`src/rtl/hp_arbiter_pkg.sv`:
```
// Shared FSM state type, AXI3 response codes and the fixed AXI attributes
// used by the two-port hp_arbiter.
package hp_pkg;

   typedef enum logic [1:0] {
      ST_IDLE   = 2'd0,
      ST_ISSUE  = 2'd1,
      ST_WAIT   = 2'd2,
      ST_RETURN = 2'd3
   } hp_state_e;

   localparam logic [1:0] RESP_OKAY   = 2'b00;
   localparam logic [1:0] RESP_SLVERR = 2'b10;

   localparam int unsigned ID_W = 6;

   localparam logic [3:0] AXI_LEN   = 4'h0;
   localparam logic [2:0] AXI_SIZE  = 3'b010;
   localparam logic [1:0] AXI_BURST = 2'b00;
   localparam logic [1:0] AXI_LOCK  = 2'b00;
   localparam logic [3:0] AXI_CACHE = 4'b0011;
   localparam logic [2:0] AXI_PROT  = 3'b000;
   localparam logic [3:0] AXI_QOS   = 4'h0;
   localparam logic [3:0] AXI_WSTRB = 4'hF;

   // Transaction ID carries the requester index in its LSB.
   function automatic logic [ID_W-1:0] axi_id(input logic idx);
      return {{(ID_W-1){1'b0}}, idx};
   endfunction

endpackage

```
`src/rtl/hp_arbiter_if.sv`:
```
// AXI3 single-beat master bus between hp_arbiter (master) and its slave.
interface hp_arbiter_if;
   import hp_pkg::*;

   // Every channel: a transfer happens on a rising edge where valid and ready
   // are both high; valid never depends on ready, and payload is held stable
   // while valid is high and ready is low.
   logic            arvalid;
   logic            arready;
   logic [31:0]     araddr;
   logic [ID_W-1:0] arid;
   logic [3:0]      arlen;
   logic [2:0]      arsize;
   logic [1:0]      arburst;
   logic [1:0]      arlock;
   logic [3:0]      arcache;
   logic [2:0]      arprot;
   logic [3:0]      arqos;

   logic            awvalid;
   logic            awready;
   logic [31:0]     awaddr;
   logic [ID_W-1:0] awid;
   logic [3:0]      awlen;
   logic [2:0]      awsize;
   logic [1:0]      awburst;
   logic [1:0]      awlock;
   logic [3:0]      awcache;
   logic [2:0]      awprot;
   logic [3:0]      awqos;

   logic            wvalid;
   logic            wready;
   logic [31:0]     wdata;
   logic [ID_W-1:0] wid;
   logic            wlast;
   logic [3:0]      wstrb;

   logic            rvalid;
   logic            rready;
   logic [31:0]     rdata;
   logic [1:0]      rresp;
   logic [ID_W-1:0] rid;
   logic            rlast;

   logic            bvalid;
   logic            bready;
   logic [1:0]      bresp;
   logic [ID_W-1:0] bid;

   modport master (
      output arvalid, araddr, arid, arlen, arsize, arburst, arlock, arcache, arprot, arqos,
      input  arready,
      output awvalid, awaddr, awid, awlen, awsize, awburst, awlock, awcache, awprot, awqos,
      input  awready,
      output wvalid, wdata, wid, wlast, wstrb,
      input  wready,
      input  rvalid, rdata, rresp, rid, rlast,
      output rready,
      input  bvalid, bresp, bid,
      output bready
   );

   modport slave (
      input  arvalid, araddr, arid, arlen, arsize, arburst, arlock, arcache, arprot, arqos,
      output arready,
      input  awvalid, awaddr, awid, awlen, awsize, awburst, awlock, awcache, awprot, awqos,
      output awready,
      input  wvalid, wdata, wid, wlast, wstrb,
      output wready,
      output rvalid, rdata, rresp, rid, rlast,
      input  rready,
      output bvalid, bresp, bid,
      input  bready
   );

endinterface

```
`src/rtl/hp_arbiter_rr_arbiter.sv`:
```
// Two-way round-robin grant; the last-grant register starts at 1 so that
// requester 0 wins the first contested grant after reset.
module hp_rr_arbiter (
   input  logic       clock,
   input  logic       reset_n,
   input  logic [1:0] req_i,
   input  logic       accept_i,
   output logic [1:0] grant_o
);

   logic last_q;
   logic last_d;

   always_comb begin
      grant_o = req_i;
      if (req_i == 2'b11) begin
         grant_o = last_q ? 2'b01 : 2'b10;
      end
   end

   always_comb begin
      last_d = last_q;
      if (accept_i && (grant_o != 2'b00)) begin
         last_d = grant_o[1];
      end
   end

   always_ff @(posedge clock or negedge reset_n) begin
      if (!reset_n) begin
         last_q <= 1'b1;
      end else begin
         last_q <= last_d;
      end
   end

endmodule

```
`src/rtl/hp_arbiter.sv`:
```
// Two-requester arbiter onto an AXI3 master, one transaction in flight.
// Optional response watchdog enabled by defining HP_ARB_TIMEOUT_EN.
module hp_arbiter
   import hp_pkg::*;
#(
   parameter int unsigned TIMEOUT_CYCLES = 1024
) (
   input  logic             clock,
   input  logic             reset_n,
   input  logic [1:0]       req_valid,
   input  logic [1:0]       req_write,
   input  logic [1:0][31:0] req_addr,
   input  logic [1:0][31:0] req_data,
   output logic [1:0]       req_ready,
   output logic [1:0]       rsp_valid,
   input  logic [1:0]       rsp_ready,
   output logic [31:0]      rsp_data,
   output logic [1:0]       rsp_resp,
   hp_arbiter_if.master     axi,
   output logic             timeout_flag,
   output hp_state_e        dbg_state
);

   hp_state_e   state_q, state_d;
   logic        idx_q, idx_d;
   logic        write_q, write_d;
   logic [31:0] addr_q, addr_d;
   logic [31:0] data_q, data_d;
   logic        aw_done_q, aw_done_d;
   logic        w_done_q, w_done_d;
   logic [31:0] rsp_data_q, rsp_data_d;
   logic [1:0]  rsp_resp_q, rsp_resp_d;

   logic [1:0]      grant;
   logic            accept;
   logic [ID_W-1:0] cur_id;
   logic            ar_hs, aw_hs, w_hs, r_hit, b_hit;

   hp_rr_arbiter u_rr (
      .clock    (clock),
      .reset_n  (reset_n),
      .req_i    (req_valid),
      .accept_i (accept),
      .grant_o  (grant)
   );

   // Gated by reset_n so req_ready is quiet while reset is held.
   assign accept    = (state_q == ST_IDLE) && reset_n && (req_valid != 2'b00);
   assign req_ready = accept ? grant : 2'b00;
   assign cur_id    = axi_id(idx_q);

   assign axi.arvalid = (state_q == ST_ISSUE) && !write_q;
   assign axi.awvalid = (state_q == ST_ISSUE) && write_q && !aw_done_q;
   assign axi.wvalid  = (state_q == ST_ISSUE) && write_q && !w_done_q;
   assign axi.wlast   = axi.wvalid;
   assign axi.rready  = (state_q == ST_WAIT) && !write_q;
   assign axi.bready  = (state_q == ST_WAIT) && write_q;

   assign axi.araddr  = addr_q;
   assign axi.awaddr  = addr_q;
   assign axi.wdata   = data_q;
   assign axi.arid    = cur_id;
   assign axi.awid    = cur_id;
   assign axi.wid     = cur_id;
   assign axi.wstrb   = AXI_WSTRB;

   assign axi.arlen   = AXI_LEN;
   assign axi.arsize  = AXI_SIZE;
   assign axi.arburst = AXI_BURST;
   assign axi.arlock  = AXI_LOCK;
   assign axi.arcache = AXI_CACHE;
   assign axi.arprot  = AXI_PROT;
   assign axi.arqos   = AXI_QOS;
   assign axi.awlen   = AXI_LEN;
   assign axi.awsize  = AXI_SIZE;
   assign axi.awburst = AXI_BURST;
   assign axi.awlock  = AXI_LOCK;
   assign axi.awcache = AXI_CACHE;
   assign axi.awprot  = AXI_PROT;
   assign axi.awqos   = AXI_QOS;

   assign ar_hs = axi.arvalid && axi.arready;
   assign aw_hs = axi.awvalid && axi.awready;
   assign w_hs  = axi.wvalid && axi.wready;
   // Single-beat bursts: only a last beat carrying our ID completes the read.
   assign r_hit = axi.rready && axi.rvalid && (axi.rid == cur_id) && axi.rlast;
   assign b_hit = axi.bready && axi.bvalid && (axi.bid == cur_id);

   assign rsp_valid = (state_q == ST_RETURN) ? {idx_q, ~idx_q} : 2'b00;
   assign rsp_data  = rsp_data_q;
   assign rsp_resp  = rsp_resp_q;
   assign dbg_state = state_q;

`ifdef HP_ARB_TIMEOUT_EN
   localparam int unsigned WD_W = $clog2(TIMEOUT_CYCLES + 1);
   logic [WD_W-1:0] wd_q, wd_d;
   logic            tmo_q, tmo_d;
   logic            wd_hit;

   assign wd_hit       = ((state_q == ST_ISSUE) || (state_q == ST_WAIT)) &&
                         (wd_q == WD_W'(TIMEOUT_CYCLES - 1));
   assign timeout_flag = tmo_q;

   always_comb begin
      wd_d  = wd_q;
      tmo_d = tmo_q || wd_hit;
      if (accept) begin
         wd_d = '0;
      end else if ((state_q == ST_ISSUE) || (state_q == ST_WAIT)) begin
         wd_d = wd_q + 1'b1;
      end
   end

   always_ff @(posedge clock or negedge reset_n) begin
      if (!reset_n) begin
         wd_q  <= '0;
         tmo_q <= 1'b0;
      end else begin
         wd_q  <= wd_d;
         tmo_q <= tmo_d;
      end
   end
`else
   assign timeout_flag = 1'b0;
`endif

   always_comb begin
      state_d    = state_q;
      idx_d      = idx_q;
      write_d    = write_q;
      addr_d     = addr_q;
      data_d     = data_q;
      aw_done_d  = aw_done_q;
      w_done_d   = w_done_q;
      rsp_data_d = rsp_data_q;
      rsp_resp_d = rsp_resp_q;
      case (state_q)
         ST_IDLE: begin
            if (accept) begin
               idx_d     = grant[1];
               write_d   = req_write[grant[1]];
               addr_d    = req_addr[grant[1]];
               data_d    = req_data[grant[1]];
               aw_done_d = 1'b0;
               w_done_d  = 1'b0;
               state_d   = ST_ISSUE;
            end
         end
         ST_ISSUE: begin
            if (write_q) begin
               if (aw_hs) aw_done_d = 1'b1;
               if (w_hs)  w_done_d  = 1'b1;
               if ((aw_done_q || aw_hs) && (w_done_q || w_hs)) begin
                  state_d = ST_WAIT;
               end
            end else if (ar_hs) begin
               state_d = ST_WAIT;
            end
         end
         ST_WAIT: begin
            if (r_hit) begin
               rsp_data_d = axi.rdata;
               rsp_resp_d = axi.rresp;
               state_d    = ST_RETURN;
            end else if (b_hit) begin
               rsp_data_d = 32'h0;
               rsp_resp_d = axi.bresp;
               state_d    = ST_RETURN;
            end
         end
         ST_RETURN: begin
            if (rsp_ready[idx_q]) begin
               state_d = ST_IDLE;
            end
         end
         default: state_d = ST_IDLE;
      endcase
`ifdef HP_ARB_TIMEOUT_EN
      // Watchdog wins over a transfer still stuck in ISSUE/WAIT.
      if (wd_hit && ((state_d == ST_ISSUE) || (state_d == ST_WAIT))) begin
         rsp_data_d = 32'h0;
         rsp_resp_d = RESP_SLVERR;
         state_d    = ST_RETURN;
      end
`endif
   end

   always_ff @(posedge clock or negedge reset_n) begin
      if (!reset_n) begin
         state_q    <= ST_IDLE;
         idx_q      <= 1'b0;
         write_q    <= 1'b0;
         addr_q     <= 32'h0;
         data_q     <= 32'h0;
         aw_done_q  <= 1'b0;
         w_done_q   <= 1'b0;
         rsp_data_q <= 32'h0;
         rsp_resp_q <= RESP_OKAY;
      end else begin
         state_q    <= state_d;
         idx_q      <= idx_d;
         write_q    <= write_d;
         addr_q     <= addr_d;
         data_q     <= data_d;
         aw_done_q  <= aw_done_d;
         w_done_q   <= w_done_d;
         rsp_data_q <= rsp_data_d;
         rsp_resp_q <= rsp_resp_d;
      end
   end

endmodule
```
`src/flat_wrapper.sv`:
```
// flat-port wrapper written by rule: the top's interface ports become plain ports
module hp_arbiter_flat import hp_pkg::*;
#(
   parameter int unsigned TIMEOUT_CYCLES = 1024
)
  (clock, reset_n, req_valid, req_write, req_addr, req_data, req_ready, rsp_valid, rsp_ready, rsp_data, rsp_resp, timeout_flag, dbg_state, axi_arvalid, axi_araddr, axi_arid, axi_arlen, axi_arsize, axi_arburst, axi_arlock, axi_arcache, axi_arprot, axi_arqos, axi_arready, axi_awvalid, axi_awaddr, axi_awid, axi_awlen, axi_awsize, axi_awburst, axi_awlock, axi_awcache, axi_awprot, axi_awqos, axi_awready, axi_wvalid, axi_wdata, axi_wid, axi_wlast, axi_wstrb, axi_wready, axi_rvalid, axi_rdata, axi_rresp, axi_rid, axi_rlast, axi_rready, axi_bvalid, axi_bresp, axi_bid, axi_bready);
  hp_arbiter_if axi_i ();
  input  logic clock;
  input  logic reset_n;
  input  logic [1:0] req_valid;
  input  logic [1:0] req_write;
  input  logic [1:0][31:0] req_addr;
  input  logic [1:0][31:0] req_data;
  output logic [1:0] req_ready;
  output logic [1:0] rsp_valid;
  input  logic [1:0] rsp_ready;
  output logic [31:0] rsp_data;
  output logic [1:0] rsp_resp;
  output logic timeout_flag;
  output hp_state_e dbg_state;
  output wire logic [$bits(axi_i.arvalid)-1:0] axi_arvalid;
  output wire logic [$bits(axi_i.araddr)-1:0] axi_araddr;
  output wire logic [$bits(axi_i.arid)-1:0] axi_arid;
  output wire logic [$bits(axi_i.arlen)-1:0] axi_arlen;
  output wire logic [$bits(axi_i.arsize)-1:0] axi_arsize;
  output wire logic [$bits(axi_i.arburst)-1:0] axi_arburst;
  output wire logic [$bits(axi_i.arlock)-1:0] axi_arlock;
  output wire logic [$bits(axi_i.arcache)-1:0] axi_arcache;
  output wire logic [$bits(axi_i.arprot)-1:0] axi_arprot;
  output wire logic [$bits(axi_i.arqos)-1:0] axi_arqos;
  input wire logic [$bits(axi_i.arready)-1:0] axi_arready;
  output wire logic [$bits(axi_i.awvalid)-1:0] axi_awvalid;
  output wire logic [$bits(axi_i.awaddr)-1:0] axi_awaddr;
  output wire logic [$bits(axi_i.awid)-1:0] axi_awid;
  output wire logic [$bits(axi_i.awlen)-1:0] axi_awlen;
  output wire logic [$bits(axi_i.awsize)-1:0] axi_awsize;
  output wire logic [$bits(axi_i.awburst)-1:0] axi_awburst;
  output wire logic [$bits(axi_i.awlock)-1:0] axi_awlock;
  output wire logic [$bits(axi_i.awcache)-1:0] axi_awcache;
  output wire logic [$bits(axi_i.awprot)-1:0] axi_awprot;
  output wire logic [$bits(axi_i.awqos)-1:0] axi_awqos;
  input wire logic [$bits(axi_i.awready)-1:0] axi_awready;
  output wire logic [$bits(axi_i.wvalid)-1:0] axi_wvalid;
  output wire logic [$bits(axi_i.wdata)-1:0] axi_wdata;
  output wire logic [$bits(axi_i.wid)-1:0] axi_wid;
  output wire logic [$bits(axi_i.wlast)-1:0] axi_wlast;
  output wire logic [$bits(axi_i.wstrb)-1:0] axi_wstrb;
  input wire logic [$bits(axi_i.wready)-1:0] axi_wready;
  input wire logic [$bits(axi_i.rvalid)-1:0] axi_rvalid;
  input wire logic [$bits(axi_i.rdata)-1:0] axi_rdata;
  input wire logic [$bits(axi_i.rresp)-1:0] axi_rresp;
  input wire logic [$bits(axi_i.rid)-1:0] axi_rid;
  input wire logic [$bits(axi_i.rlast)-1:0] axi_rlast;
  output wire logic [$bits(axi_i.rready)-1:0] axi_rready;
  input wire logic [$bits(axi_i.bvalid)-1:0] axi_bvalid;
  input wire logic [$bits(axi_i.bresp)-1:0] axi_bresp;
  input wire logic [$bits(axi_i.bid)-1:0] axi_bid;
  output wire logic [$bits(axi_i.bready)-1:0] axi_bready;
  assign axi_arvalid = axi_i.arvalid;
  assign axi_araddr = axi_i.araddr;
  assign axi_arid = axi_i.arid;
  assign axi_arlen = axi_i.arlen;
  assign axi_arsize = axi_i.arsize;
  assign axi_arburst = axi_i.arburst;
  assign axi_arlock = axi_i.arlock;
  assign axi_arcache = axi_i.arcache;
  assign axi_arprot = axi_i.arprot;
  assign axi_arqos = axi_i.arqos;
  assign axi_i.arready = axi_arready;
  assign axi_awvalid = axi_i.awvalid;
  assign axi_awaddr = axi_i.awaddr;
  assign axi_awid = axi_i.awid;
  assign axi_awlen = axi_i.awlen;
  assign axi_awsize = axi_i.awsize;
  assign axi_awburst = axi_i.awburst;
  assign axi_awlock = axi_i.awlock;
  assign axi_awcache = axi_i.awcache;
  assign axi_awprot = axi_i.awprot;
  assign axi_awqos = axi_i.awqos;
  assign axi_i.awready = axi_awready;
  assign axi_wvalid = axi_i.wvalid;
  assign axi_wdata = axi_i.wdata;
  assign axi_wid = axi_i.wid;
  assign axi_wlast = axi_i.wlast;
  assign axi_wstrb = axi_i.wstrb;
  assign axi_i.wready = axi_wready;
  assign axi_i.rvalid = axi_rvalid;
  assign axi_i.rdata = axi_rdata;
  assign axi_i.rresp = axi_rresp;
  assign axi_i.rid = axi_rid;
  assign axi_i.rlast = axi_rlast;
  assign axi_rready = axi_i.rready;
  assign axi_i.bvalid = axi_bvalid;
  assign axi_i.bresp = axi_bresp;
  assign axi_i.bid = axi_bid;
  assign axi_bready = axi_i.bready;
  hp_arbiter #(.TIMEOUT_CYCLES(TIMEOUT_CYCLES)) u_core (.clock(clock), .reset_n(reset_n), .req_valid(req_valid), .req_write(req_write), .req_addr(req_addr), .req_data(req_data), .req_ready(req_ready), .rsp_valid(rsp_valid), .rsp_ready(rsp_ready), .rsp_data(rsp_data), .rsp_resp(rsp_resp), .axi(axi_i), .timeout_flag(timeout_flag), .dbg_state(dbg_state));
endmodule
```
`config.mk`:
```
export PLATFORM = sky130hd
export DESIGN_NAME = hp_arbiter_flat
export DESIGN_NICKNAME = d
export VERILOG_FILES = /design/src/rtl/hp_arbiter_pkg.sv /design/src/rtl/hp_arbiter_if.sv /design/src/rtl/hp_arbiter_rr_arbiter.sv /design/src/rtl/hp_arbiter.sv /design/src/flat_wrapper.sv
export SDC_FILE = /design/constraint.sdc
export NUM_CORES = 1
export LEC_CHECK = 0
export CORE_AREA = 2 2 153 155
export CTS_BUF_LIST = sky130_fd_sc_hd__clkbuf_4 sky130_fd_sc_hd__clkbuf_8
export DETAILED_ROUTE_END_ITERATION = 16
export DIE_AREA = 0 0 155 157
export GPL_TIMING_DRIVEN = 0
export PLACE_DENSITY = 0.72
export SKIP_CTS_REPAIR_TIMING = 1
export SLEW_MARGIN = 25
export SYNTH_ARGS = -nofsm -noshare
export SYNTH_HDL_FRONTEND = slang
export SYNTH_HIERARCHICAL = 1
export SYNTH_SLANG_ARGS = --single-unit
```
`constraint.sdc`:
```
create_clock -name clock -period 4.3 [get_ports clock]
set_clock_uncertainty 0.1 [all_clocks]
set_input_delay 0.86 -clock clock [delete_from_list [all_inputs] [get_ports clock]]
set_output_delay 0.86 -clock clock [all_outputs]
set_load 0.005 [all_outputs]
```
==> reports/metrics.csv, run 1 <==
stage,metric,value,unit
run_status,status,"finished, final reports clean",
synthesis,synth.top_cell.area_share,47.1,%
global_route,grt_remaining_overflow,0,
cts,cts_tree,built,
power,peakVddDrop,0.216,mV
setup_path,crit_family,buffers and inverters,
place,hpwl,16000,um
floorplanning,initial_core_util,24.5,%
setup_path,max_stage_delay,0.54,ns
cts,clock-sinks,105,
sta,slew_violations,0,
drt,ant_nets,0,
power,powerDensity,466,nW/um^2
setup_path,worstPathRequired,3.34,ns
floorplanning,die_h,157,um
global_route,grt_antenna_before_repair,0,
sta,rsz0062_at_grt,false,
synthesis,synth_cells,531,
place,gp_congestion,0.792,
sta,setup_slack,0.402,ns
cts,cts_root_buffer,clkbuf_8,
synthesis,synthTopCellsByCount,"dfrtp_1 (104), buf_4 (100), nand2_1 (68)",
drt,vias_per_cell,4.21,
cts,clk_latency,0.37,ns
global_route,grt_use_total,15.6,%
layout,area_growth,75.3,%
global_route,grt_pass1_wl,29000,um
drt,drt_wl_total,19900,um
setup_path,cpMaxStageDelayCell,clkdlybuf4s50_1,
layout,nNetsFinal,1133,
sta,setup_viol,0,
synthesis,yosys.cell_types.count,43,
setup_path,cp.arrival,2.94,ns
run,drv_cap,0,
setup_path,crit_top_cell,clkdlybuf4s50_1,
sta,hold_viol,0,
floorplanning,fp-row-count,55,
drt,vias,5175,
layout,drive_gt1_share,15.2,%
cts,clock_path_buffers,2,
synthesis,yosysMostFrequentCell,dfrtp_1,
drt,drc,0,
synthesis,synth-async-reset-ratio,100,%
synthesis,synth_ff_type,dfrtp_1,
floorplanning,die_w,155,um
cts,htreeDepth,3,
place,pre_cts_slack,0.334,ns
sta,min_period,3.90,ns
sta,fin_tns_setup,0,ns
synthesis,yosysWarnings,6,
floorplanning,io_pins,399,
synthesis,avgSynthCellArea,10.4,um^2
drt,drt-wirelength-per-cell,16.2,um
synthesis,synth_edf_count,0,
power,p_leak,4.48,nW
drt,drt-initial-drc-count,195,
hold_path,hp-class,input port to async pin,
sta,timing.fmax,0.257,GHz
floorplanning,fp.dieArea,24300,um^2
setup_path,critPathKind,input port to output port,
setup_path,startpoint_type,input port,
setup_path,crit_path_end_kind,output port,
place,placed_cells,1213,
synthesis,ys_seq_elements,105,
global_route,grt_max_degree,55,
floorplanning,core-area,22500,um^2
synthesis,synth_largest_area_cell,dfrtp_1,
cts,cts_buffers,9,
sta,fin_hold_ws,0.327,ns
sta,worst_slew_pin_slew,0.818,ns
power,power.total,0.00451,W
global_route,grt_pass1_vias,5140,
setup_path,worst-path-buf-inv,4,
setup_path,crit_chain,clkdlybuf4s50_1 -> a21boi_0 -> clkbuf_1 -> buf_2 -> and3_1 -> clkdlybuf4s50_1,
sta,period_share,90.6,%
setup_path,crit_fanout,10,
layout,finalNonFillerCells,1229,
cts,clk_pin_slew,0.11,ns
drt,first_pass_iters,4,
sta,slew_headroom,45.5,%
synthesis,syn_area,5520,um^2
synthesis,synthTopCellsByArea,"dfrtp_1 (47%), buf_4 (14%), mux2i_1 (12%)",
synthesis,yosysSeqAreaShare,47.6,%
place,numPortBuffers,334,
## power by group
| part | switching, W | internal (W) | total, W |
|---|---|---|---|
| Clock | 0.000352 | 0.000282 | 0.000634 |
| Sequential | 0.000261 | 0.00131 | 0.00158 |
| Combinational | 0.000845 | 0.00145 | 0.00230 |
| Total | 0.00146 | 0.00305 | 0.00451 |
## per-layer routing
metal | global-route usage [%] | share of wire [%]
met4 | 4.81 | 1.7
met3 | 4.54 | 8.5
met1 | 18.0 | 40
met2 | 27.7 | 50
met5 | 0 | 0
## cell usage in the layout (no fill, tap or decap), types with 2 or more instances in the layout
cell	count
buf_4	100
nor4_1	2
clkbuf_1	11
clkinvlp_4	2
and3_1	4
nor2_1	6
conb_1	64
nand4_1	2
and2_1	2
mux2_2	3
a22o_1	32
clkbuf_4	2
mux2_4	2
nand2_1	68
dfrtp_1	104
buf_1	4
inv_1	6
clkbuf_8	9
o21ai_0	67
and2b_1	2
buf_6	3
xnor2_1	2
buf_8	3
buf_2	12
nand3_1	2
ha_1	4
a21oi_1	4
a31oi_1	3
clkdlybuf4s50_1	333
mux2i_1	65
## registers in the layout (all words and copies together) (netlist names), 2 cells and up
register and flops:
u_core/axi.araddr 32, u_core/axi.wdata 32, u_core/dbg_state 2, u_core/rsp_data 32, u_core/rsp_resp 2
## worst paths after layout
kind	start	to	slack [ns]	depth (start not counted)
setup / recovery	req_valid[1]	req_ready[1]	0.40	6
hold / removal	reset_n	u_core/axi.araddr[20]	0.33	1
setup reg to reg	u_core/dbg_state[0]	u_core/u_rr/last_q	1.68	8
hold reg to reg	u_core/axi.wdata[16]	u_core/axi.wdata[16]	0.39	2
max in group asynchronous	reset_n	u_core/u_rr/last_q	3.09	2
min in group clock	u_core/axi.wdata[16]	u_core/axi.wdata[16]	0.39	2
## cell families after synthesis
family                   share of synthesized area, %
XOR/XNOR                                        0.317
buffers and inverters                            17.3
flip-flops                                       47.6
other                                           0.136
multiplexers                                     12.9
AO/OA/AOI/OAI                                    13.1
adder cells (fa/ha/maj)                         0.906
AND/OR/NAND/NOR                                  7.68
## stage by stage
stage / util (%) / cell area, um^2
floorplan: - / 5760
global placement: 42.0 / 9460
detailed placement: 42.1 / 9480
CTS: 43.0 / 9680
global route: 43.0 / 9680
finish: 43.0 / 9680
## cell type report
class,instances,area [um^2]
clock buffer,11,139
inverter,6,22.5
fill,2167,12800
buffer,132,935
antenna,1,2.50
sequential,105,2630
multi-input combinational,350,2170
timing repair buffer,335,3370
tap,285,357
clock inverter,4,53.8
(Power assumes the default switching activity.)
==> run 2: changes to the inputs <==
MAX_ROUTING_LAYER = met4   (was not set)
==> run 2 against run 1 <==
Net effect: wire length barely moved; final cell count is the same; die area stayed put; sequential share of layout area unchanged; critical endpoint unchanged; maximum frequency about the same; critical path type unchanged; final area unchanged; clock power is essentially flat.
==> reports/metrics.csv, run 2 (synthesis gave the netlist of run 1 again) <==
stage,metric,value,unit
floorplanning,initial_core_util,24.5,%
cts,cts_buffers,9,
power,combPwrFrac,51.0,%
sta,slew_headroom,45.9,%
cts,cts_root_buffer,clkbuf_8,
layout,final_cell_mix,"clkdlybuf4s50_1 (333), dfrtp_1 (104), buf_4 (100)",
global_route,grt_pass1_wl,28900,um
global_route,grt_max_degree,55,
place,numPortBuffers,334,
run_status,status,"finished, final reports clean",
floorplanning,fp-row-count,55,
power,swShare,32.3,%
power,internal_power,0.00305,W
drt,first_pass_iters,4,
sta,min_period,3.90,ns
floorplanning,fp.dieArea,24300,um^2
floorplanning,io_pins,399,
global_route,grt_pass1_vias,5168,
drt,vias_per_cell,4.17,
setup_path,crit_fanout,10,
layout,finalNonFillerCells,1229,
floorplanning,core-area,22500,um^2
power,p_seq_share,34.9,%
setup_path,startpoint_type,input port,
floorplanning,die_h,157,um
power,switchingPower,0.00146,W
drt,drt-wirelength-per-cell,16.2,um
global_route,grt_use_total,16.0,%
sta,hold_viol,0,
setup_path,r2r_start,u_core/dbg_state[0],
layout,nFillCells,2167,
sta,rsz0062_at_grt,false,
hold_path,hp-class,input port to async pin,
sta,setup_viol,0,
drt,drt_wl_total,19900,um
sta,fin_tns_setup,0,ns
setup_path,crit_path_end_kind,output port,
place,gp_congestion,0.804,
setup_path,reg2reg_to,u_core/u_rr/last_q,
place,placed_cells,1213,
layout,nNetsFinal,1133,
sta,worst_slew_pin_slew,0.811,ns
global_route,grt_antenna_before_repair,0,
cts,clock-sinks,105,
global_route,grt_remaining_overflow,0,
setup_path,cp.arrival,2.94,ns
cts,clock_path_buffers,2,
setup_path,cp-startpoint,req_valid[1],
sta,timing.fmax,0.257,GHz
cts,clk_latency,0.37,ns
floorplanning,die_w,155,um
power,p_leak,4.48,nW
setup_path,critPathKind,input port to output port,
drt,drc,0,
power,peakVddDrop,0.216,mV
layout,layout_commonest_cell,clkdlybuf4s50_1,
sta,slew_violations,0,
setup_path,worstPathRequired,3.34,ns
cts,clk_pin_slew,0.10,ns
cts,htreeDepth,3,
setup_path,r2r_setup_slack,1.71,ns
run,drv_cap,0,
place,hpwl,16000,um
sta,period_share,90.6,%
layout,drive_gt1_share,15.2,%
drt,vias,5128,
cts,cts_tree,built,
drt,ant_nets,0,
power,powerDensity,465,nW/um^2
power,clkPwrFrac,14.1,%
setup_path,rr_worst_depth,8,
layout,area_growth,75.3,%
drt,drt-initial-drc-count,192,
==> run 2: critical path, cell delays in order <==
cell,delay [ns]
clkdlybuf4s50_1,0.54
a21boi_0,0.22
clkbuf_1,0.17
buf_2,0.34
and3_1,0.26
clkdlybuf4s50_1,0.53
==> run 2: worst max path at each step <==
stage,endpoint,slack [ns],cells past startpoint
final,req_ready[1],0.40,6
after global routing,req_ready[1],0.23,6
after CTS,req_ready[1],0.33,6
after detailed placement,req_ready[1],0.33,6
after global placement,req_ready[1],-2.87,4
after floorplan,req_ready[1],1.80,4
==> run 2: through the flow <==
step,setup WS [ns],total power (W),area [um^2],util (%),hold WS [ns]
2_1_floorplan,1.80,0.00245,5760,-,0.373
3_3_place_gp,-2.87,0.00387,9460,42.0,0.361
3_5_place_dp,0.334,0.00391,9480,42.1,0.370
4_1_cts,0.329,0.00458,9680,43.0,0.317
5_1_grt,0.232,0.00483,9680,43.0,0.342
6_report,0.403,0.00451,9680,43.0,0.330
==> run 2: power groups by stage <==
stage,sequential (W),combinational (W),clock (W)
6_report,0.00157,0.00230,0.000635
5_1_grt,0.00162,0.00250,0.000707
4_1_cts,0.00158,0.00233,0.000673
3_5_place_dp,0.00159,0.00232,0
3_3_place_gp,0.00158,0.00229,0
2_1_floorplan,0.00156,0.000891,0
==> run 2: final cells by class <==
| class | instances | area (um^2) | area share (%) |
|---|---|---|---|
| Antenna cell | 1 | 2.50 | 0.0259 |
| Clock buffer | 11 | 139 | 1.43 |
| Sequential cell | 105 | 2630 | 27.2 |
| Buffer | 132 | 935 | 9.66 |
| Tap cell | 285 | 357 | 3.68 |
| Timing Repair Buffer | 335 | 3370 | 34.8 |
| Multi-Input combinational cell | 350 | 2170 | 22.4 |
| Inverter | 6 | 22.5 | 0.233 |
| Clock inverter | 4 | 53.8 | 0.556 |
==> run 2: routing by layer <==
layer | track usage, % | part of all wire (%) | vias up
met2 | 27.8 | 51 | 254
met4 | 4.81 | 1.6 | 0
met5 | - | 0 | -
li1 | - | - | 2475
met3 | 3.80 | 7.1 | 20
met1 | 18.5 | 41 | 2379
